**config.mk**
```make
export PLATFORM = sky130hd
export DESIGN_NAME = morse_sequencer
export DESIGN_NICKNAME = d
export VERILOG_FILES = /design/src/rtl/morse_sequencer.sv
export SDC_FILE = /design/constraint.sdc
export NUM_CORES = 1
export LEC_CHECK = 0
export ABC_AREA = 1
export BUFFER_PORTS_ARGS = -buffer_cell sky130_fd_sc_hd__buf_2
export CORE_MARGIN = 2
export CORE_UTILIZATION = 57
export CTS_CLUSTER_SIZE = 16
export DETAILED_ROUTE_END_ITERATION = 12
export PLACE_DENSITY_LB_ADDON = 0.05
export REMOVE_ABC_BUFFERS = 1
export SLEW_MARGIN = 10
export SYNTH_ARGS = -nofsm -noshare
export SYNTH_HDL_FRONTEND = slang
export SYNTH_SLANG_ARGS = --single-unit
```
**constraint.sdc**
```tcl
create_clock -name clk_i -period 4.85 [get_ports clk_i]
set_input_delay 0.485 -clock clk_i [delete_from_list [all_inputs] [get_ports clk_i]]
set_output_delay 0.485 -clock clk_i [all_outputs]
set_load 0.01 [all_outputs]
```
**src/rtl/morse_sequencer.sv**
```systemverilog
// Morse sequencer: accepts one ASCII character per valid/ready handshake and
// keys it out as ITU Morse on key_o, using one unit = CLK_DIV clock cycles.
//
// state      | meaning
// -----------+------------------------------------------------------------
// S_IDLE     | ready for a character, key off
// S_MARK     | key on for one element (1 unit dot, 3 units dash)
// S_ELEM_GAP | key off 1 unit between elements of one character
// S_CHAR_GAP | key off 3 units after the last element of a character
// S_WORD_GAP | key off 4 units for a space (7 total with the char gap)
module morse_sequencer #(
  parameter int CLK_DIV   = 12000,
  parameter int DIV_WIDTH = 16
) (
  input  logic       clk_i,
  input  logic       rstn_i,
  input  logic       char_valid_i,
  input  logic [7:0] char_i,
  output logic       char_ready_o,
  output logic       key_o,
  output logic       busy_o,
  output logic       error_o
);

  typedef enum logic [2:0] {
    S_IDLE,
    S_MARK,
    S_ELEM_GAP,
    S_CHAR_GAP,
    S_WORD_GAP
  } state_t;

  localparam logic [DIV_WIDTH-1:0] DIV_MAX = DIV_WIDTH'(CLK_DIV - 1);

  state_t               state_q, state_d;
  logic [DIV_WIDTH-1:0] presc_q, presc_d;
  logic [1:0]           unit_q, unit_d;
  logic [2:0]           idx_q, idx_d;
  logic [2:0]           len_q, len_d;
  logic [4:0]           pat_q, pat_d;
  logic                 key_q, key_d;
  logic                 err_q, err_d;

  logic [7:0] up_c;
  logic       dec_ok;
  logic       dec_space;
  logic [2:0] dec_len;
  logic [4:0] dec_pat;

  logic       transfer;
  logic       done;
  logic       load;
  logic [2:0] load_units;

  // Character decode: pattern is left-aligned, first element in bit 4, 1 = dash.
  always_comb begin
    up_c      = ((char_i >= 8'h61) && (char_i <= 8'h7a)) ? (char_i - 8'h20) : char_i;
    dec_ok    = 1'b1;
    dec_space = 1'b0;
    dec_len   = 3'd0;
    dec_pat   = 5'b00000;
    case (up_c)
      "A": {dec_len, dec_pat} = {3'd2, 5'b01000};
      "B": {dec_len, dec_pat} = {3'd4, 5'b10000};
      "C": {dec_len, dec_pat} = {3'd4, 5'b10100};
      "D": {dec_len, dec_pat} = {3'd3, 5'b10000};
      "E": {dec_len, dec_pat} = {3'd1, 5'b00000};
      "F": {dec_len, dec_pat} = {3'd4, 5'b00100};
      "G": {dec_len, dec_pat} = {3'd3, 5'b11000};
      "H": {dec_len, dec_pat} = {3'd4, 5'b00000};
      "I": {dec_len, dec_pat} = {3'd2, 5'b00000};
      "J": {dec_len, dec_pat} = {3'd4, 5'b01110};
      "K": {dec_len, dec_pat} = {3'd3, 5'b10100};
      "L": {dec_len, dec_pat} = {3'd4, 5'b01000};
      "M": {dec_len, dec_pat} = {3'd2, 5'b11000};
      "N": {dec_len, dec_pat} = {3'd2, 5'b10000};
      "O": {dec_len, dec_pat} = {3'd3, 5'b11100};
      "P": {dec_len, dec_pat} = {3'd4, 5'b01100};
      "Q": {dec_len, dec_pat} = {3'd4, 5'b11010};
      "R": {dec_len, dec_pat} = {3'd3, 5'b01000};
      "S": {dec_len, dec_pat} = {3'd3, 5'b00000};
      "T": {dec_len, dec_pat} = {3'd1, 5'b10000};
      "U": {dec_len, dec_pat} = {3'd3, 5'b00100};
      "V": {dec_len, dec_pat} = {3'd4, 5'b00010};
      "W": {dec_len, dec_pat} = {3'd3, 5'b01100};
      "X": {dec_len, dec_pat} = {3'd4, 5'b10010};
      "Y": {dec_len, dec_pat} = {3'd4, 5'b10110};
      "Z": {dec_len, dec_pat} = {3'd4, 5'b11000};
      "0": {dec_len, dec_pat} = {3'd5, 5'b11111};
      "1": {dec_len, dec_pat} = {3'd5, 5'b01111};
      "2": {dec_len, dec_pat} = {3'd5, 5'b00111};
      "3": {dec_len, dec_pat} = {3'd5, 5'b00011};
      "4": {dec_len, dec_pat} = {3'd5, 5'b00001};
      "5": {dec_len, dec_pat} = {3'd5, 5'b00000};
      "6": {dec_len, dec_pat} = {3'd5, 5'b10000};
      "7": {dec_len, dec_pat} = {3'd5, 5'b11000};
      "8": {dec_len, dec_pat} = {3'd5, 5'b11100};
      "9": {dec_len, dec_pat} = {3'd5, 5'b11110};
      " ": dec_space = 1'b1;
      default: dec_ok = 1'b0;
    endcase
  end

  assign transfer = char_valid_i && (state_q == S_IDLE);
  assign done     = (presc_q == '0) && (unit_q == 2'd0);

  // Next-state, unit timing and element sequencing.
  always_comb begin
    state_d    = state_q;
    presc_d    = presc_q;
    unit_d     = unit_q;
    idx_d      = idx_q;
    len_d      = len_q;
    pat_d      = pat_q;
    err_d      = 1'b0;
    load       = 1'b0;
    load_units = 3'd1;

    if (state_q != S_IDLE) begin
      if (presc_q == '0) begin
        presc_d = DIV_MAX;
        unit_d  = unit_q - 2'd1;
      end else begin
        presc_d = presc_q - DIV_WIDTH'(1);
      end
    end

    case (state_q)
      S_IDLE: begin
        if (transfer) begin
          if (dec_space) begin
            state_d    = S_WORD_GAP;
            load       = 1'b1;
            load_units = 3'd4;
          end else if (dec_ok) begin
            state_d    = S_MARK;
            pat_d      = dec_pat;
            len_d      = dec_len;
            idx_d      = 3'd0;
            load       = 1'b1;
            load_units = dec_pat[4] ? 3'd3 : 3'd1;
          end else begin
            err_d = 1'b1;
          end
        end
      end
      S_MARK: begin
        if (done) begin
          load = 1'b1;
          if (idx_q == (len_q - 3'd1)) begin
            state_d    = S_CHAR_GAP;
            load_units = 3'd3;
          end else begin
            state_d    = S_ELEM_GAP;
            idx_d      = idx_q + 3'd1;
            load_units = 3'd1;
          end
        end
      end
      S_ELEM_GAP: begin
        if (done) begin
          state_d    = S_MARK;
          load       = 1'b1;
          load_units = pat_q[3'd4 - idx_q] ? 3'd3 : 3'd1;
        end
      end
      S_CHAR_GAP: begin
        if (done) begin
          state_d = S_IDLE;
          idx_d   = 3'd0;
          load    = 1'b1;
        end
      end
      S_WORD_GAP: begin
        if (done) begin
          state_d = S_IDLE;
          load    = 1'b1;
        end
      end
      default: begin
        state_d = S_IDLE;
        load    = 1'b1;
      end
    endcase

    // Entering a state (IDLE included) restarts its unit timer from the top.
    if (load) begin
      presc_d = DIV_MAX;
      unit_d  = 2'(load_units - 3'd1);
    end

    key_d = (state_d == S_MARK);
  end

  // State and datapath registers; reset aborts any character immediately.
  always_ff @(posedge clk_i or negedge rstn_i) begin
    if (!rstn_i) begin
      state_q <= S_IDLE;
      presc_q <= DIV_MAX;
      unit_q  <= 2'd0;
      idx_q   <= 3'd0;
      len_q   <= 3'd0;
      pat_q   <= 5'b00000;
      key_q   <= 1'b0;
      err_q   <= 1'b0;
    end else begin
      state_q <= state_d;
      presc_q <= presc_d;
      unit_q  <= unit_d;
      idx_q   <= idx_d;
      len_q   <= len_d;
      pat_q   <= pat_d;
      key_q   <= key_d;
      err_q   <= err_d;
    end
  end

  assign char_ready_o = (state_q == S_IDLE);
  assign busy_o       = ~char_ready_o;
  assign key_o        = key_q;
  assign error_o      = err_q;

endmodule
```
==> flow_summary.ini <==
[status]
outcome = complete, no violations

[logic_synthesis]
async_flop_share_pct = 100
synth.cell_area_um2 = 2760
yosysWarningCount = 0
synthCells = 407
ys_types = 40
synth_top_area_cell = dfrtp_1
synth_area_leaders = dfrtp_1 21%, dfstp_2 10%, nand2_1 10%
yosys.area.top_type_share_pct = 20.8
yosysSeqAreaShare_pct = 31.3
synth-seq-cells = 34
synth_edf_count = 0
syn_area_per_cell_um2 = 6.78
synthFlopType = dfrtp_1

[worst_setup_path]
cpPeakStageDelay_ns = 0.41
crit_family = simple AND/OR/NAND/NOR gates
slowest_stage = nor2_2
endpoint_kind = flip-flop
required_ns = 5.06
criticalPathCategory = input pin to flip-flop
worstPathCellList = buf_2 > inv_1 > ha_1 > inv_1 > nor2_1 > nand3_1 > nand2_1 > nor2_2 > nand2_2 > inv_2 > o21ai_0 > nand3_1 > nor2_1 > nand2_2 > nand3_1 > inv_1 > o31ai_1 > o21ai_0
crit_buf_inv = 5
critical_path_arrival_ns = 3.21
r2r_slack_ns = 2.16
startpoint_type = input pin
path_max_fanout = 13

[global_route]
grt_pass1_wl_um = 11800
grt_usage_pct = 28.2
antenna_found_initial = 0
grt_pass1_vias = 2642
grt_overflow_total = 0
grt_max_degree = 35

[sta]
setup_viol = 0
fin_ws_ns = 1.85
drv_slew = 0
finalSetupTns_ns = 0
slew_headroom_pct = 49.6
period_share_pct = 61.9
hold_violations = 0
timing.fmax_mhz = 333
worst_pin_slew_ns = 0.756
fin_worst_skew_ns = 0.00993
fin_crit_ns = 3.00
rsz0062_at_grt = no

[routing]
dr_total_vias = 2881
met1_length_um = 3080
drt.antenna.violating_nets = 0
drtPass1Iterations = 5
dr.max_layer_used = met4
avgViaCountPerCell = 6.00
drt_iter0_markers = 166
drc = 0
met3_length_um = 464
avgRoutedWirePerCell_um = 15.1
wl_um = 7250
wl_met2_um = 3500

[die]
ios = 15
die_h_um = 73.6
die_area_um2 = 5420
core_area_um2 = 4690
initial_core_util_pct = 58.9
die_x_um = 73.6
rows = 25

[final_layout]
utilization_pct = 64.1
final_cell_mix = 76 x nand2_1, 63 x nor2_1, 58 x inv_1
final_common_cell = nand2_1
finalNonFillerCells = 480
syn_to_final_growth_pct = 8.97
final_nets = 441
drive_gt1_share_pct = 12.7
n_antenna_cell = 0

[clock_network]
clock_path_buffers = 2
cts_max_level = 2
hold_buffers = 0
clk_pin_slew_worst_paths_ns = 0.08
cts_buffers = 5
clkSinkCount = 34
cts_tree = built
clock_latency_ns = 0.29
cts_resized = 0
cts_setup_buffers = 0
cts-root-buf = clkbuf_8

[run]
cap_violations = 0

[place]
place_inst = 472
pre_cts_ws_ns = 1.59
portBuffers = 14
place_hpwl_um = 5610
finalWeightedCongestion = 0.995

[pwr]
ir_worst_vdd_uv = 303
pwr_density_cell_nw_per_um2 = 451
p_leak_nw = 1.51

[hold_path]
hold_class = input pin to asynchronous set/reset pin
[kinds of logic after synthesis]
group                      synth area share [%]
DFF                                        31.3
adders and majority gates                  2.27
and+or+nand+nor                            37.0
xor gates and xnor gates                   4.12
AOI/OAI and AO/OA                          15.9
buffers and inverters                      9.38
[final timing paths]
check / from / endpoint / cells past startpoint
worst max-delay path: char_i[5] / pat_q[2] / 18
worst min-delay path: rstn_i / presc_q[15] / 1
worst max register to register: presc_q[10] / presc_q[5] / 12
worst min register to register: pat_q[0] / pat_q[0] / 2
max in group asynchronous: rstn_i / len_q[0] / 1
min in group clk_i: pat_q[0] / pat_q[0] / 2
[sequential cells by signal, indices dropped and copies added (netlist names)]
signal	count
state_q	3
len_q	3
error_o	1
key_o	1
pat_q	5
idx_q	3
presc_q	16
unit_q	2
[per-layer routing]
| layer | up-vias | GRT usage, % |
|---|---|---|
| met2 | 131 | 47.7 |
| met4 | 0 | 11.9 |
| met1 | 1328 | 35.3 |
| met5 | - | 0 |
| met3 | 23 | 4.66 |
| li1 | 1399 | - |
[through the flow]
stage | hold WS (ns) | instance area, µm² | total power, W
after floorplan | 0.189 | 2730 | 0.000882
after global placement | 0.463 | 2870 | 0.00102
after detailed placement | 0.472 | 2870 | 0.00103
after CTS | 0.276 | 3010 | 0.00136
after global routing | 0.321 | 3010 | 0.00145
final | 0.259 | 3010 | 0.00136
[where the power goes]
group	switching [W]	internal, W
Clock	0.000115	0.000206
Combinational	0.000364	0.000194
Sequential	0.0000791	0.000397
[synthesized netlist by cell type, types with 2 or more instances]
master and count:
nand2_4 2, a211oi_1 3, ha_1 5, nand2_1 76
inv_1 58, o21ai_1 6, nor3_1 9, nand4_1 8
o2111ai_1 3, dfrtp_1 23, a31oi_1 2, buf_6 2
o22ai_1 2, inv_2 2, nand2_2 4, nand3_1 41
o211ai_1 6, a21oi_1 13, dfstp_2 11, xnor2_1 3
xor2_1 10, nor4_1 7, o31ai_1 9, a21oi_2 2
nor2_2 3, o21ai_0 19, nand3b_1 3, nor2_1 63
[cell type report]
class                           count  area [µm²]
Inverter                           61         231
Sequential cell                    34         865
Clock buffer                        5        68.8
Multi-Input combinational cell    309        1640
Fill cell                         407        1680
Timing Repair Buffer               14        70.1
Tap cell                           54        67.6
Clock inverter                      3        68.8
Power figures use the tool's default switching activity.
